<file path="src/rtl/vc32_mem_arbiter.sv">
// vc32_mem_arbiter: shares one external-memory bus controller between the CPU
// (port 0) and a secondary master (port 1).
//
// Handshake: a port requests by driving a nonzero rreq and/or wmask. It must
// hold addr/data/req steady until its done pulse. Done pulses are single-cycle,
// come from the bus controller, and are routed only to the granted port. There
// is no backpressure beyond that: the request is the valid, the done the ack.
//
// Flow: IDLE arbitrates and latches a one-hot grant. BUSY forwards the granted
// port to the slave combinationally until any done. DRAIN is one forced-quiet
// cycle, so a request left asserted is never re-forwarded.
module vc32_mem_arbiter #(
  parameter  int RV         = 32,
  parameter  int FIXED_PRIO = 0,
  parameter  int STARVE_MAX = 4,
  localparam int AW         = RV - RV / 16,
  localparam int MW         = RV / 8
) (
  input  logic          clk,
  input  logic          r_reset,
  input  logic          ena,
  input  logic [AW-1:0] m0_raddr,
  input  logic [1:0]    m0_rreq,
  input  logic [AW-1:0] m0_waddr,
  input  logic [MW-1:0] m0_wmask,
  input  logic [RV-1:0] m0_wdata,
  input  logic [AW-1:0] m1_raddr,
  input  logic [1:0]    m1_rreq,
  input  logic [AW-1:0] m1_waddr,
  input  logic [MW-1:0] m1_wmask,
  input  logic [RV-1:0] m1_wdata,
  output logic          m0_rdone,
  output logic          m0_wdone,
  output logic          m1_rdone,
  output logic          m1_wdone,
  output logic [RV-1:0] m_rdata,
  output logic [AW-1:0] s_raddr,
  output logic [1:0]    s_rreq,
  output logic [AW-1:0] s_waddr,
  output logic [MW-1:0] s_wmask,
  output logic [RV-1:0] s_wdata,
  input  logic          s_rdone,
  input  logic          s_wdone,
  input  logic [RV-1:0] s_rdata,
  output logic [1:0]    grant,
  output logic [1:0]    o_dbg_state
);

  typedef enum logic [1:0] {
    IDLE  = 2'd0,
    BUSY  = 2'd1,
    DRAIN = 2'd2
  } state_t;

  // Starvation counter must hold STARVE_MAX; keep at least one bit.
  localparam int SW = (STARVE_MAX < 1) ? 1 : $clog2(STARVE_MAX + 1);

  state_t        r_state, w_state_n;
  logic [1:0]    r_grant, w_grant_n;
  logic          r_last, w_last_n;     // index of the port granted most recently
  logic [SW-1:0] r_starve, w_starve_n;

  logic w_pend0, w_pend1, w_win1, w_busy, w_sel1, w_done;

  assign w_pend0 = (|m0_rreq) | (|m0_wmask);
  assign w_pend1 = (|m1_rreq) | (|m1_wmask);
  assign w_busy  = (r_state == BUSY);
  assign w_sel1  = r_grant[1];
  assign w_done  = s_rdone | s_wdone;

  // Winner selection: sole pender wins; ties go by policy.
  always_comb begin
    w_win1 = 1'b0;
    if (FIXED_PRIO != 0)
      w_win1 = w_pend1 & (~w_pend0 | (r_starve == SW'(STARVE_MAX)));
    else
      w_win1 = w_pend1 & (~w_pend0 | ~r_last);
  end

  // Next-state, next-grant and starvation bookkeeping.
  always_comb begin
    w_state_n  = r_state;
    w_grant_n  = r_grant;
    w_last_n   = r_last;
    w_starve_n = r_starve;
    case (r_state)
      IDLE: begin
        if (!w_pend1)
          w_starve_n = '0;
        if (w_pend0 | w_pend1) begin
          w_state_n = BUSY;
          w_grant_n = w_win1 ? 2'b10 : 2'b01;
          w_last_n  = w_win1;
          if (w_win1)
            w_starve_n = '0;
          else if (w_pend1 && (r_starve != SW'(STARVE_MAX)))
            w_starve_n = r_starve + 1'b1;
        end
      end
      BUSY: begin
        if (w_done)
          w_state_n = DRAIN;
      end
      DRAIN: begin
        w_state_n = IDLE;
        w_grant_n = 2'b00;
      end
      default: begin
        w_state_n = IDLE;
        w_grant_n = 2'b00;
      end
    endcase
  end

  // State registers; ena=0 freezes everything, reset wins in any state.
  always_ff @(posedge clk) begin
    if (r_reset) begin
      r_state  <= IDLE;
      r_grant  <= 2'b00;
      r_last   <= 1'b1;
      r_starve <= '0;
    end else if (ena) begin
      r_state  <= w_state_n;
      r_grant  <= w_grant_n;
      r_last   <= w_last_n;
      r_starve <= w_starve_n;
    end
  end

  // Slave-side mux from the granted port; requests forced quiet outside BUSY.
  always_comb begin
    s_raddr = w_sel1 ? m1_raddr : m0_raddr;
    s_waddr = w_sel1 ? m1_waddr : m0_waddr;
    s_wdata = w_sel1 ? m1_wdata : m0_wdata;
    s_rreq  = '0;
    s_wmask = '0;
    if (w_busy) begin
      s_rreq  = w_sel1 ? m1_rreq  : m0_rreq;
      s_wmask = w_sel1 ? m1_wmask : m0_wmask;
    end
  end

  // Done pulses reach only the granted port and only while BUSY.
  always_comb begin
    m0_rdone = w_busy & r_grant[0] & s_rdone;
    m0_wdone = w_busy & r_grant[0] & s_wdone;
    m1_rdone = w_busy & r_grant[1] & s_rdone;
    m1_wdone = w_busy & r_grant[1] & s_wdone;
  end

  assign m_rdata     = s_rdata;
  assign grant       = r_grant;
  assign o_dbg_state = r_state;

endmodule

</file>
<file path="config.mk">
export PLATFORM = sky130hd
export DESIGN_NAME = vc32_mem_arbiter
export DESIGN_NICKNAME = d
export VERILOG_FILES = /design/src/rtl/vc32_mem_arbiter.sv
export SDC_FILE = /design/constraint.sdc
export NUM_CORES = 1
export LEC_CHECK = 0
export ABC_CLOCK_PERIOD_IN_PS = 1490
export BUFFER_PORTS_ARGS = -buffer_cell sky130_fd_sc_hd__buf_2
export CAP_MARGIN = 40
export CORE_AREA = 2 2 143 145
export CTS_CLUSTER_DIAMETER = 200
export DETAILED_ROUTE_END_ITERATION = 10
export DIE_AREA = 0 0 145 147
export RECOVER_POWER = 25
export SYNTH_ARGS = -nofsm -noshare
export SYNTH_HDL_FRONTEND = slang
export SYNTH_SLANG_ARGS = --single-unit
</file>
<file path="constraint.sdc">
create_clock -name clk -period 1.49 [get_ports clk]
set_input_delay 0.0745 -clock clk [delete_from_list [all_inputs] [get_ports clk]]
set_output_delay 0.0745 -clock clk [all_outputs]
set_load 0.005 [all_outputs]
</file>
==> qor.yml, run 1 <==
run_status:
  status: "completed"
floorplanning:
  fp.dieH_um: 147
  boundaryPins: 371
  core_outline_area_um2: 19840
  dieWidth_um: 145
  floorplan.initialDensity_pct: 9.010
  floorplan.die_area_um2: 21320
  std_cell_rows: 52
worst_setup_path:
  timing.critical_path.from_type: "flip-flop"
  rr_endpoint: "grant[1]"
  timing.critical_path.fanout_max: 9
  worstPathRequired_ns: 1.42
  endpoint_kind: "output pin"
  critical_path_cell_sequence: "buf_6, buf_12, mux2_2, buf_4"
  critical_path.n_buffers_inverters: 3
  worstReg2RegStart: "o_dbg_state[0]"
  worst_r2r_setup_slack_ns: 0.17
  cp.arrival_ns: 1.40
  path_delay_family: "buffers and inverters"
  timing_worst_setup_path_type: "reg2out"
  r2r_cells: 4
  timing.critical_path.slowest_stage_cell: "sky130_fd_sc_hd__dfxtp_4"
  crit_path_max_incr_delay_ns: 0.38
clocking:
  tritoncts: "yes"
  clock-root-buffer: "sky130_fd_sc_hd__clkbuf_16"
  cts.path.max_buffers: 2
  clkLatencyLatePin_ns: 0.23
  cts.reportedPaths.clkPinSlew_ns: 0.04
  cts-buffers-inserted: 3
  number_of_sinks_on_the_clock_net: 5
  cts-htree-levels: 1
final_layout:
  layout.nets: 708
  area_taken_by_multi_input_logic_gates_um2: 1400
  final_core_util_pct: 19.37
  filler_cell_count: 2207
  signed_area_change_from_the_synthesized_netlist_to_the_final_layout_pct: 115.0
  final_layout_size_suffix_gt1_share_pct: 89.66
  seq_area_um2: 103.9
drt:
  drcViolationCount: 0
  wire_per_inst_um: 16.82
  total_wirelength_of_the_detailed_routed_design_mm: 12.58
  detailedRoute.firstIterationViolations: 74
  vias: 2568
  drt-pass1-iter-count: 4
  avgViaCountPerCell: 3.433
  antenna_left: 0
yosys:
  most_area_hungry_cell_type_in_the_yosys_netlist: "sky130_fd_sc_hd__mux2_2"
  postSynthRegisterBits: 5
  synth_async_sr_flop_share_pct: 0
  yosys-top-cells-count: "92 x sky130_fd_sc_hd__mux2_2, 32 x sky130_fd_sc_hd__buf_4, 13 x sky130_fd_sc_hd__nor2_1, 8 x sky130_fd_sc_hd__buf_2, 7 x sky130_fd_sc_hd__mux2i_1"
  netlist.area_leader.share_pct: 57.94
  yosys-top-cells-area: "sky130_fd_sc_hd__mux2_2 58%, sky130_fd_sc_hd__buf_4 13%, sky130_fd_sc_hd__dfxtp_1 5.6%"
  synth-seq-area-share_pct: 5.598
  synthMostInstantiatedCell: "sky130_fd_sc_hd__mux2_2"
  postSynthNetCount: 423
  synth.yosys.warnings: 0
  ys_types: 31
  postSynth.topFlopCell: "sky130_fd_sc_hd__dfxtp_1"
  syn-mean-instance-area_um2: 9.410
  synth_cells: 190
  synth-edff-count: 0
  post_synth_instance_area_um2: 1788
sta:
  final_hold_viol_count: 0
  hold-worst-slack_ns: 0.07305
  setup_repair_after_global_routing_missed_its_margin: "yes"
  postLayoutSetupSlackWorst_ns: 0.01300
  final.min_clock_period_ns: 1.477
  final_max_slew_viol_count: 0
  setup_viol: 0
  fin_skew_ns: 0.002760
  timing.final.crit_share_pct: 99.13
  maxClockFrequency_ghz: 0.6771
  pin_slew_with_the_least_headroom_to_its_limit_ns: 0.3590
  relSlewSlack_pct: 75.98
  sum_of_negative_setup_slack_ns: 0
power_and_ir_drop:
  power_density_nw_per_um2: 418.5
  report.power.total_uw: 1609
  power_leakage_uw: 0.001934
  irDropWorstVdd_uv: 436.0
global_routing:
  maximum_number_of_pins_on_one_net_before_global_route_repair: 46
  busiest_layer: "met2"
  grtUsageMet2_pct: 15.83
  grt_usage_pct: 9.853
  met1_usage_pct: 11.95
  initial_antenna_violation_count: 7
  grt_first_pass_wirelength_mm: 15.75
  grt_overflow: 0
  grt_use_met3_pct: 4.627
  first_global_vias: 2439
run:
  drv.max_cap_violation_count: 0
min_path:
  holdCritStartpoint: "r_reset"
  worstHoldEndpoint: "grant[1]"
  depth_of_the_worst_hold_timing_path: 2
  worstHoldPathType: "in2reg"
place:
  io_buffer_count: 306
  dp_worst_setup_slack_ns: 0.1775
  dpl.hpwl_mm: 10.41
  gp_routability_congestion: 0.7964
==> power breakdown <==
part | internal, uW | switching, uW
Combinational | 598 | 394
Clock | 356 | 100
Sequential | 145 | 15.4
==> state kept, by name (all words and copies together) (netlist names) <==
| name | flops |
|---|---|
| grant | 2 |
| o_dbg_state | 2 |
| r_last | 1 |
==> layer usage <==
metal | vias to the layer above | share of wire (%)
met5 | - | 0.33
met4 | 6 | 1.5
met3 | 16 | 9.8
met2 | 164 | 46
met1 | 1143 | 42
li1 | 1239 | -
==> logic make-up (layout without fill, tap and decap cells) <==
group | after synthesis | count (layout) | share of synthesized area [%]
AO/OA/AOI/OAI | 12 | 12 | 4.899
buffers and inverters | 44 | 328 | 16.93
flip-flops | 5 | 5 | 5.599
multiplexers | 99 | 99 | 61.86
other | 0 | 4 | 0
AND/OR/NAND/NOR | 30 | 30 | 10.71
==> how the worst max path moves through the flow <==
stage / cells after the start / slack, ns / start / end
2_1_floorplan: 3 / 0.21 / grant[1] / s_raddr[10]
3_3_place_gp: 3 / 0.21 / grant[1] / s_raddr[23]
3_5_place_dp: 4 / 0.18 / o_dbg_state[0] / grant[1]
4_1_cts: 3 / -0.06 / grant[1] / s_waddr[16]
5_1_grt: 4 / -0.02 / grant[1] / s_wdata[5]
6_report: 4 / 0.01 / grant[1] / s_wdata[3]
==> stage by stage <==
| stage | area, um2 | instances |
|---|---|---|
| 2_1_floorplan | 1788 | 190 |
| 3_3_place_gp | 3425 | 728 |
| 3_5_place_dp | 3425 | 728 |
| 4_1_cts | 3516 | 732 |
| 5_1_grt | 3841 | 747 |
| 6_report | 3844 | 748 |
==> cells in the final DEF, fill, tap and decap left out, drive strengths merged, types with 2 or more instances in the layout <==
cell type	n
a21oi	2
and3	4
and4	2
buf	319
clkbuf	8
dfxtp	5
diode	4
mux2	92
mux2i	7
nand2	2
nor2	13
nor2b	2
nor4	2
o21ai	2
or3b	2
==> timing repair <==
item | 4_1_cts | 5_1_grt
resized for setup | 5 | 30
gates cloned | 0 | 6
hold endpoints to repair | 0 | 0
setup endpoints to repair | 91 | 96
hold buffers | 0 | 0
setup buffers | 0 | 6
==> area by class of cell <==
cell class	instances	share of cell area [%]
timing repair buffer	323	49.67
multi-input combinational	141	36.43
tap	270	8.789
sequential	5	2.702
clock buffer	4	2.051
antenna	4	0.2604
inverter	1	0.09766
Power figures use the tool's default switching activity.
==> run 2: changes to the inputs <==
ABC_CLOCK_PERIOD_IN_PS = 1910   (was 1490)
CORE_AREA = 2 2 142 144   (was 2 2 143 145)
DIE_AREA = 0 0 144 146   (was 0 0 145 147)
clock period = 1.91 ns   (was 1.49 ns; I/O delays follow)
==> qor.yml, run 2 (synthesized netlist as in run 1, its figures left out) <==
power_and_ir_drop:
  p_comb_share_pct: 59.1
  p_switching_uw: 354.7
  irDropWorstVdd_uv: 315.2
  power.share.sequential_pct: 11.0
  power_density_nw_per_um2: 329.5
  switching_share_pct: 30.97
  power_frac_clock_pct: 29.9
  internal-power_uw: 790.6
  power_leakage_uw: 0.001768
  report.power.total_uw: 1145
sta:
  setup_viol: 0
  relSlewSlack_pct: 78.45
  setup_repair_after_global_routing_missed_its_margin: "no"
  fin_skew_ns: 0.0004785
  pin_slew_with_the_least_headroom_to_its_limit_ns: 0.3209
  final.min_clock_period_ns: 1.579
  timing.final.crit_share_pct: 82.69
  final_max_slew_viol_count: 0
  sum_of_negative_setup_slack_ns: 0
  final_hold_viol_count: 0
  maxClockFrequency_ghz: 0.6332
run_status:
  status: "completed"
drt:
  avgViaCountPerCell: 3.371
  drt-pass1-iter-count: 3
  vias: 2444
  wire_per_inst_um: 13.97
  antenna_left: 0
  total_wirelength_of_the_detailed_routed_design_mm: 10.13
  detailedRoute.firstIterationViolations: 72
  drcViolationCount: 0
floorplanning:
  floorplan.die_area_um2: 21020
  floorplan.initialDensity_pct: 9.247
  fp.dieH_um: 146
  boundaryPins: 371
  std_cell_rows: 51
  core_outline_area_um2: 19330
  dieWidth_um: 144
place:
  gp_routability_congestion: 0.8510
  dpl.hpwl_mm: 9.030
  dpl_cell_area_um2: 3396
  io_buffer_count: 306
worst_setup_path:
  timing.critical_path.slowest_stage_cell: "sky130_fd_sc_hd__mux2_2"
  endpoint_kind: "output pin"
  cp.arrival_ns: 1.48
  worstPathRequired_ns: 1.81
  timing_worst_setup_path_type: "reg2out"
  timing.critical_path.from_type: "flip-flop"
  path_delay_family: "multiplexers"
  crit_path_max_incr_delay_ns: 0.44
  critical_path_cell_sequence: "buf_12, mux2_2, buf_2"
  timing.critical_path.fanout_max: 54
  critical_path.n_buffers_inverters: 2
final_layout:
  signed_area_change_from_the_synthesized_netlist_to_the_final_layout_pct: 94.40
  post-route-cell-area_um2: 3476
  layout.nets: 693
  layout_commonest_cell: "sky130_fd_sc_hd__buf_2"
  final_layout_size_suffix_gt1_share_pct: 89.11
  most-common-layout-cells: "305 x sky130_fd_sc_hd__buf_2, 92 x sky130_fd_sc_hd__mux2_2, 13 x sky130_fd_sc_hd__nor2_1, 7 x sky130_fd_sc_hd__mux2i_1"
clocking:
  clock-root-buffer: "sky130_fd_sc_hd__clkbuf_16"
  tritoncts: "yes"
  cts.repair.resized: 0
  number_of_sinks_on_the_clock_net: 5
  cts-htree-levels: 1
  clkLatencyLatePin_ns: 0.22
  post-cts-setup-buffer-count: 0
  cts-buffers-inserted: 3
  cts.reportedPaths.clkPinSlew_ns: 0.03
  post_cts_hold_buffer_count: 0
  cts.path.max_buffers: 2
global_routing:
  grt_first_pass_wirelength_mm: 13.38
  maximum_number_of_pins_on_one_net_before_global_route_repair: 55
  grt_overflow: 0
  grt_usage_pct: 8.333
  initial_antenna_violation_count: 1
  first_global_vias: 2361
min_path:
  worstHoldPathType: "in2reg"
run:
  drv.max_cap_violation_count: 0
[run 2: layout make-up]
type	instances	area [um2]
Antenna cell	1	2.502
Inverter	1	3.754
Multi-Input combinational cell	141	1385
Tap cell	265	331.6
Clock buffer	4	78.83
Sequential cell	5	103.9
Timing Repair Buffer	308	1570
Fill cell	2190	15860
[run 2: power by group through the flow]
stage          sequential, uW  combinational (uW)  clock [uW]
2_1_floorplan             125                 319           0
3_3_place_gp              127                 684           0
3_5_place_dp              128                 684           0
4_1_cts                   126                 689         350
5_1_grt                   129                 742         360
6_report                  126                 676         343
[run 2: worst register-to-register path: stages, from the launching register on]
cell,delay [ns]
sky130_fd_sc_hd__dfxtp_1,0.37
sky130_fd_sc_hd__or3b_1,0.39
sky130_fd_sc_hd__a21oi_2,0.16
sky130_fd_sc_hd__a21oi_1,0.09
sky130_fd_sc_hd__a311oi_1,0.24
[run 2: per-layer routing]
metal,share of wire [%],track usage (%),up-vias
met5,0,0,-
met4,0.020,0.7843,0
met3,9.4,1.579,2
met2,44,13.48,164
met1,46,11.86,1073
li1,-,-,1205
[run 2: final timing paths]
path	depth (start not counted)	endpoint	start	slack, ns
setup reg to reg	4	grant[1]	o_dbg_state[0]	0.57
hold reg to reg	2	r_last	r_last	0.55
setup / recovery	3	s_waddr[8]	grant[1]	0.33
hold / removal	2	grant[1]	r_reset	0.11
[run 2: per-stage QoR]
stage               utilization [%]  hold slack (ns)  setup slack, ns  instances
floorplan                         -           0.1676           0.6059        190
global placement              17.56           0.1910           0.5632        720
detailed placement            17.56           0.1910           0.5617        720
CTS                           17.97           0.1139           0.3181        724
global route                  17.96           0.1300           0.2809        724
finish                        17.98           0.1137           0.3307        725
==> run 3: changes to the inputs <==
ABC_CLOCK_PERIOD_IN_PS = 1600   (was 1910)
CORE_AREA = 2 2 143 145   (was 2 2 142 144)
DIE_AREA = 0 0 145 147   (was 0 0 144 146)
clock period = 1.6 ns   (was 1.91 ns; I/O delays follow)
==> qor.yml, run 3 (synthesized netlist as in run 1, its figures left out) <==
worst_setup_path:
  cp.arrival_ns: 1.46
  path_delay_family: "buffers and inverters"
  timing.critical_path.slowest_stage_cell: "sky130_fd_sc_hd__mux2_2"
  timing_worst_setup_path_type: "reg2out"
  worstPathRequired_ns: 1.52
  critical_path.n_buffers_inverters: 2
  crit_path_max_incr_delay_ns: 0.39
  critical_path_cell_sequence: "buf_12, mux2_2, buf_2"
  timing.critical_path.from_type: "flip-flop"
  endpoint_kind: "output pin"
  timing.critical_path.fanout_max: 57
clocking:
  post-cts-setup-buffer-count: 0
  cts.path.max_buffers: 2
  clkLatencyLatePin_ns: 0.23
  cts.repair.resized: 0
  clock-root-buffer: "sky130_fd_sc_hd__clkbuf_16"
  number_of_sinks_on_the_clock_net: 5
  post_cts_hold_buffer_count: 0
  tritoncts: "yes"
  cts-buffers-inserted: 3
  cts-htree-levels: 1
  cts.reportedPaths.clkPinSlew_ns: 0.03
floorplanning:
  floorplan.die_area_um2: 21320
  std_cell_rows: 52
  dieWidth_um: 145
  core_outline_area_um2: 19840
  fp.dieH_um: 147
  boundaryPins: 371
  floorplan.initialDensity_pct: 9.010
sta:
  timing.final.crit_share_pct: 96.03
  pin_slew_with_the_least_headroom_to_its_limit_ns: 0.3957
  hold-worst-slack_ns: 0.08925
  sum_of_negative_setup_slack_ns: 0
  fin_skew_ns: 0.001578
  final_hold_viol_count: 0
  relSlewSlack_pct: 73.53
  maxClockFrequency_ghz: 0.6509
  final.min_clock_period_ns: 1.536
  final_max_slew_viol_count: 0
  setup_viol: 0
  setup_repair_after_global_routing_missed_its_margin: "no"
drt:
  total_wirelength_of_the_detailed_routed_design_mm: 11.71
  drt-pass1-iter-count: 4
  drcViolationCount: 0
  avgViaCountPerCell: 3.488
  vias: 2550
  antenna_left: 0
  detailedRoute.firstIterationViolations: 101
  wire_per_inst_um: 16.02
power_and_ir_drop:
  report.power.total_uw: 1390
  power_density_nw_per_um2: 399.0
  power_leakage_uw: 0.001764
  irDropWorstVdd_uv: 638.1
final_layout:
  filler_cell_count: 2217
  signed_area_change_from_the_synthesized_netlist_to_the_final_layout_pct: 94.82
  layout.nets: 693
  final_layout_size_suffix_gt1_share_pct: 88.89
  seq_area_um2: 103.9
  area_taken_by_multi_input_logic_gates_um2: 1385
  layout_commonest_cell: "sky130_fd_sc_hd__buf_2"
  most-common-layout-cells: "304 x sky130_fd_sc_hd__buf_2, 92 x sky130_fd_sc_hd__mux2_2, 13 x sky130_fd_sc_hd__nor2_1, 7 x sky130_fd_sc_hd__mux2i_1"
global_routing:
  initial_antenna_violation_count: 3
  grt_usage_pct: 9.972
  grt_first_pass_wirelength_mm: 16.00
  grt_overflow: 0
  maximum_number_of_pins_on_one_net_before_global_route_repair: 58
  first_global_vias: 2422
place:
  gp_routability_congestion: 0.7999
  io_buffer_count: 306
  dpl.hpwl_mm: 10.59
min_path:
  worstHoldPathType: "in2reg"
run:
  drv.max_cap_violation_count: 0
run_status:
  status: "completed"
[run 3: cell types whose count changed in the layout (fill, tap and decap cells not counted), sizes merged]
cell,delta
clkbuf,+1
diode,+1
buf,-1
[run 3: where the power goes]
group          internal (uW)  switching [uW]  total (uW)  leakage, uW
sequential               135            14.9         150    0.0000419
clock                    331            87.0         418    0.0000382
combinational            478             343         822      0.00168
total                    944             445        1390      0.00176
[run 3: per-stage QoR]
step / area (um2) / util, % / cells / setup WS, ns
5_1_grt: 3478 / 17.53 / 729 / 0.007161
2_1_floorplan: 1788 / - / 190 / 0.3114
6_report: 3483 / 17.55 / 731 / 0.06358
4_1_cts: 3481 / 17.54 / 729 / 0.04898
3_3_place_gp: 3402 / 17.14 / 725 / 0.2318
3_5_place_dp: 3402 / 17.14 / 725 / 0.1998
[run 3: layout make-up]
type	instances	share of cell area (%)
multi-input combinational	141	39.76
clock buffer	4	2.263
tap	270	9.698
inverter	1	0.1078
timing repair buffer	308	45.04
sequential	5	2.981
antenna	2	0.1437
[run 3: worst register-to-register path, delay by kind of cell, from the launching register on]
kind	cells	cell delay, ns
simple gates	1	0.38
flops	1	0.37
compound gates	3	0.54
[run 3: worst paths after layout]
check,from,end,depth (start not counted),slack [ns]
setup / recovery,grant[1],s_raddr[26],3,0.06
hold / removal,r_reset,o_dbg_state[1],2,0.09
setup reg to reg,o_dbg_state[0],grant[1],4,0.20
hold reg to reg,grant[0],grant[0],2,0.53
[run 3: layer usage]
metal	vias up	GRT usage [%]	routed length, um
li1	1208	-	-
met1	1153	12.48	4720
met2	171	15.74	5387
met3	14	4.348	1304
met4	4	2.525	272
met5	-	0	27
